[src/rtl/instr_prefetch_buffer.sv]
// Fetch stage: streams sequential ROM words into a small FIFO feeding the core.
// Optional FETCH_BYPASS_EN forwards a returning word straight to DIN when empty.
module instr_prefetch_buffer #(
    parameter int DEPTH = 4,
    parameter int AW    = 8
) (
    input  logic          Clock,
    input  logic          Resetn,
    input  logic          Advance,
    input  logic          Redirect,
    input  logic [AW-1:0] RedirectAddr,
    input  logic [15:0]   rom_data,
    output logic          rom_rd,
    output logic [AW-1:0] rom_addr,
    output logic [15:0]   DIN,
    output logic          Run,
    output logic [AW-1:0] PC
);

    localparam int PW = (DEPTH > 1) ? $clog2(DEPTH) : 1;
    localparam int CW = $clog2(DEPTH + 1);

    logic [AW-1:0] fetch_pc_q, fetch_pc_d;
    logic [AW-1:0] ret_addr_q;
    logic [PW-1:0] rd_ptr_q, rd_ptr_d;
    logic [PW-1:0] wr_ptr_q, wr_ptr_d;
    logic [CW-1:0] count_q, count_d;
    logic          inflight_q;
    logic          epoch_q;
    logic          tag_q;

    logic [15:0]   data_q [DEPTH];
    logic [AW-1:0] addr_q [DEPTH];

    logic [CW:0]   occ;
    logic          issue;
    logic          ret_ok;
    logic          empty;
    logic          push;
    logic          pop;
    logic          byp_take;

    always_comb begin
        occ      = {1'b0, count_q} + (CW+1)'(inflight_q);
        issue    = Resetn & ~Redirect & (occ < (CW+1)'(DEPTH));
        rom_rd   = issue;
        rom_addr = fetch_pc_q;
        ret_ok   = inflight_q & (tag_q == epoch_q);
        empty    = (count_q == '0);
        byp_take = 1'b0;
        Run      = ~empty;
        DIN      = empty ? 16'h0 : data_q[rd_ptr_q];
        PC       = empty ? '0 : addr_q[rd_ptr_q];
`ifdef FETCH_BYPASS_EN
        // Empty queue: the returning word is shown directly and may be consumed now.
        if (empty && ret_ok) begin
            Run      = 1'b1;
            DIN      = rom_data;
            PC       = ret_addr_q;
            byp_take = Advance & ~Redirect;
        end
`endif
        pop  = Advance & ~empty & ~Redirect;
        push = ret_ok & ~Redirect & ~byp_take;
    end

    always_comb begin
        fetch_pc_d = fetch_pc_q + AW'(issue);
        rd_ptr_d   = rd_ptr_q + PW'(pop);
        wr_ptr_d   = wr_ptr_q + PW'(push);
        count_d    = count_q + CW'(push) - CW'(pop);
        if (Redirect) begin
            fetch_pc_d = RedirectAddr;
            rd_ptr_d   = '0;
            wr_ptr_d   = '0;
            count_d    = '0;
        end
    end

    always_ff @(posedge Clock or negedge Resetn) begin
        if (!Resetn) begin
            fetch_pc_q <= '0;
            ret_addr_q <= '0;
            rd_ptr_q   <= '0;
            wr_ptr_q   <= '0;
            count_q    <= '0;
            inflight_q <= 1'b0;
            epoch_q    <= 1'b0;
            tag_q      <= 1'b0;
        end else begin
            fetch_pc_q <= fetch_pc_d;
            rd_ptr_q   <= rd_ptr_d;
            wr_ptr_q   <= wr_ptr_d;
            count_q    <= count_d;
            inflight_q <= issue;
            epoch_q    <= epoch_q ^ Redirect;
            if (issue) begin
                ret_addr_q <= fetch_pc_q;
                tag_q      <= epoch_q;
            end
        end
    end

    always_ff @(posedge Clock) begin
        if (push) begin
            data_q[wr_ptr_q] <= rom_data;
            addr_q[wr_ptr_q] <= ret_addr_q;
        end
    end

endmodule

[config.mk]
export PLATFORM = sky130hd
export DESIGN_NAME = instr_prefetch_buffer
export DESIGN_NICKNAME = d
export VERILOG_FILES = /design/src/rtl/instr_prefetch_buffer.sv
export SDC_FILE = /design/constraint.sdc
export NUM_CORES = 1
export LEC_CHECK = 0
export ABC_AREA = 1
export CAP_MARGIN = 10
export CORE_ASPECT_RATIO = 1.4
export CORE_MARGIN = 8
export CORE_UTILIZATION = 50
export DETAILED_ROUTE_END_ITERATION = 8
export GPL_TIMING_DRIVEN = 0
export PLACE_DENSITY = 0.76
export SYNTH_ARGS = -nofsm -noshare
export SYNTH_HDL_FRONTEND = slang
export SYNTH_SLANG_ARGS = --single-unit
[constraint.sdc]
create_clock -name Clock -period 2.7 [get_ports Clock]
set_input_delay 0.27 -clock Clock [delete_from_list [all_inputs] [get_ports Clock]]
set_output_delay 0.27 -clock Clock [all_outputs]
set_load 0.02 [all_outputs]
==> summary.log <==
qor: outcome.status finished, violations left
qor: outcome.violations hold timing
qor: critical_path.worst-endpoint-required 2.43 ns
qor: clocking.cts_tree done
qor: power_and_ir_drop.switching_share 31.4%
qor: detailed_routing.dr_total_vias 3479
qor: synth.synth_area 5010 sq um
qor: placed_design.place.detailed.hpwl 7500 microns
qor: cells_and_area.nets 563
qor: critical_path.crit_chain inv_2, buf_2, clkbuf_4, o21ai_1, a21oi_1, clkdlybuf4s50_1
qor: detailed_routing.drcViolationCount 0
qor: critical_path.worstPathMaxFanout 10
qor: floorplanning.design.portCount 62
qor: floorplanning.floorplan.die_area 13500 sq um
qor: clocking.clkLatencyLatePin 0.41 ns
qor: power_and_ir_drop.clkPwrFrac 35.7%
qor: detailed_routing.wirelength 11200 microns
qor: placed_design.finalWeightedCongestion 0.747
qor: sta.tightestPinTransition 0.803 ns
qor: sta.final_hold_viol_count 11
qor: global_routing.grt_pass1_vias 3655
qor: clocking.post_cts.repair.setup_buffers 0
qor: clocking.worst_setup_hold_path_clk_slew 0.05 ns
qor: min_path.hold_path.class input port to async pin
qor: synth.ys_warns 0
qor: sta.setup_viol 0
qor: critical_path.cpMaxStageDelayCell clkdlybuf4s50_1
qor: sta.relSlewSlack 46.2%
qor: power_and_ir_drop.pwr-share-comb 26.7%
qor: synth.synth_nets 474
qor: power_and_ir_drop.power.density_cell_area 950 nW/um^2
qor: detailed_routing.antenna_left 0
qor: power_and_ir_drop.p_sw 1.95 mW
qor: detailed_routing.detail_route.vias_per_cell 5.15
qor: synth.postSynthAreaPerCell 11.4 sq um
qor: synth.post-synth-top-area-fraction 57.5%
qor: clocking.cts_repair_resizes 5
qor: sta.timing.clock.skew 0.00658 ns
qor: global_routing.grt_start_max_net_pins 28
qor: detailed_routing.drt_pre_antenna_iters 5
qor: cells_and_area.n_antenna_cell 0
qor: critical_path.timing.reg2reg.setup_slack 0.23 ns
qor: clocking.ctsLongestPathBuffers 2
qor: critical_path.timing.critical_path.from rd_ptr_q[0]$_DFF_PN0_
qor: sta.fin_crit_sh 95.2%
qor: synth.synth.yosys.seq_area_share 70.5%
qor: floorplanning.placementRows 43
qor: critical_path.reg2reg_depth 10
qor: synth.count_of_unique_library_cells_instantiated_by_yosys 28
qor: clocking.cts_buffers 17
qor: flow_run.maxCapViolations 0
qor: clocking.htreeDepth 4
qor: placed_design.placement.io_buffers 60
qor: critical_path.critPathMaxStageDelay 0.64 ns
qor: critical_path.worstReg2RegStart count_q[0]$_DFF_PN0_
qor: synth.post-synth-top-area-cell edfxtp_1
qor: sta.fin_hold_ws -0.00315 ns
qor: cells_and_area.syn2layout_area_growth 30.3%
qor: floorplanning.design.core.area 9850 sq um
qor: synth.synthTopCellsByArea edfxtp_1 (58%), dfrtp_1 (13%), nor2_1 (8.0%)
qor: critical_path.critical_path.startpoint_type flop
qor: synth.ys_ff_latch 122
qor: global_routing.grt_pass1_wl 17700 microns
qor: global_routing.grt-ovfl-total 0
qor: sta.post_layout_min_period 2.57 ns
qor: clocking.cts.sinks 122
qor: global_routing.grt_util_all_layers 17.3%
qor: sta.report.final.slew_viol_count 0
qor: critical_path.endpoint_kind output port
qor: critical_path.timing.critical_path.arrival 2.30 ns
qor: floorplanning.starting_utilization_of_the_core_area 50.9%
qor: clocking.quantity_of_hold_fixing_buffers_added_after_cts 0
qor: power_and_ir_drop.power_report.internal_total 4.25 mW
qor: floorplanning.fp.dieH 134 microns
qor: synth.syn-instance-count 438
qor: sta.grt_setup_unrepaired false
qor: cells_and_area.post_route_cells_drive_above_1_share 12.8%
qor: power_and_ir_drop.report.power.total 6.20 mW
qor: clocking.clock_tree.root_cell clkbuf_16
qor: sta.timing.fmax 389 MHz
qor: cells_and_area.utilization 66.3%
qor: power_and_ir_drop.static-leakage-power 2.64 nW
qor: critical_path.critPathCapture PC[0]
qor: critical_path.type_of_the_worst_setup_path flop to output port
qor: critical_path.r2r-end count_q[2]$_DFF_PN0_
qor: detailed_routing.detail_route.wl_per_cell 16.6 microns
qor: detailed_routing.initialDrtViolationCount 202
qor: floorplanning.die_width 101 microns
qor: power_and_ir_drop.vdd.ir_drop.worst 0.584 mV
qor: power_and_ir_drop.power.share.sequential 37.6%
qor: global_routing.antenna_found_initial 0
-- registers in the layout, indices dropped and copies added, names as in the netlist --
signal      flops
rd_ptr_q        2
wr_ptr_q        2
inflight_q      1
ret_addr_q      8
addr_q         32
count_q         3
rom_addr        8
data_q         64
tag_q           1
epoch_q         1
-- Yosys cell counts --
cell type and number:
clkinv_1 1, buf_6 2, a21oi_1 25, clkbuf_1 3, clkbuf_2 1, a21o_1 1, o21ai_1 20, xor2_1 2
nand2_1 58, edfxtp_1 96, buf_2 8, inv_1 20, nor2_4 1, o31ai_1 1, o21ai_0 30, nand3_2 1
nand3_1 10, nor3_1 4, dfrtp_1 26, fa_1 1, nor3_2 1, inv_2 1, nor2_1 107, o21bai_1 1
ha_1 7, xnor2_1 2, nand4_1 3, buf_4 5
-- cells by family (layout without fill, tap and decap cells) --
| family | Yosys count | count (layout) | synth area share (%) |
|---|---|---|---|
| and+or+nand+nor | 185 | 185 | 14.8 |
| xor gates and xnor gates | 4 | 4 | 0.699 |
| DFF | 122 | 122 | 70.5 |
| AOI/OAI and AO/OA | 78 | 78 | 7.94 |
| adders and majority gates | 8 | 8 | 2.15 |
| buffers and inverters | 41 | 143 | 3.97 |
-- placed cells by master (no fill, tap or decap), drive strengths merged, types with 3 or more instances in the layout --
| cell | instances |
|---|---|
| buf | 24 |
| nand3 | 11 |
| ha | 7 |
| nand4 | 3 |
| inv | 28 |
| clkdlybuf4s50 | 52 |
| clkinv | 5 |
| nor3 | 5 |
| clkbuf | 22 |
| dlymetal6s2s | 6 |
| nor2 | 108 |
| edfxtp | 96 |
| nand2 | 58 |
| o21ai | 50 |
| a21oi | 25 |
| dfrtp | 26 |
-- per-stage QoR --
step	instances	hold slack (ns)	area, sq um	worst slack, ns	TNS (ns)
after global routing	675	0.0537	6530	0.0128	0
after floorplan	438	-0.0256	5010	-0.190	-18.28
after detailed placement	643	0.493	5910	-0.538	-3.66
after CTS	675	0.0135	6500	0.00659	0
final	675	-0.00315	6530	0.130	0
after global placement	633	0.488	5780	-1.60	-152.56
-- final cells by class --
cell class	instances	area, sq um
flip-flops and latches	122	3530
repair buffers	70	728
clock inverters	15	164
well taps	135	169
multi-input cells	275	1310
clock buffers	17	425
fillers	715	3310
inverters	22	82.6
plain buffers	19	124
-- how the worst min path moves through the flow --
stage                                          from                        end  slack, ns  cells after the start
after global routing                         Resetn  ret_addr_q[1]$_DFFE_PN0P_       0.05                      1
after global placement    ret_addr_q[1]$_DFFE_PN0P_     addr_q[3][1]$_DFFE_PP_       0.49                      0
after CTS                                    Resetn      rom_addr[0]$_DFF_PN0_       0.01                      1
after detailed placement          tag_q$_DFFE_PN0P_          tag_q$_DFFE_PN0P_       0.49                      2
after floorplan                              Resetn       count_q[0]$_DFF_PN0_      -0.03                      0
final                                        Resetn      rom_addr[3]$_DFF_PN0_     -0.003                      1
-- power groups by stage --
| stage | clock network (mW) | registers [mW] | logic, mW |
|---|---|---|---|
| after floorplan | 0 | 2.34 | 0.898 |
| final | 2.21 | 2.34 | 1.66 |
| after detailed placement | 0 | 2.36 | 1.66 |
| after global placement | 0 | 2.35 | 1.62 |
| after global routing | 2.31 | 2.35 | 1.80 |
| after CTS | 2.24 | 2.33 | 1.68 |
-- metal layers --
metal	track usage, %	vias to the layer above	share of wire [%]
met3	5.77	18	6.9
met5	0	-	0
met1	18.0	1639	38
li1	-	1685	-
met4	6.75	0	1.5
met2	30.9	137	53
-- critical path: cells and delay by family (launching register included) --
| kind | cells | cell delay, ns |
|---|---|---|
| buffers and inverters | 4 | 1.20 |
| flip-flops | 1 | 0.43 |
| AO/OA/AOI/OAI | 2 | 0.25 |
No activity file was read; power rests on OpenSTA's default activity.
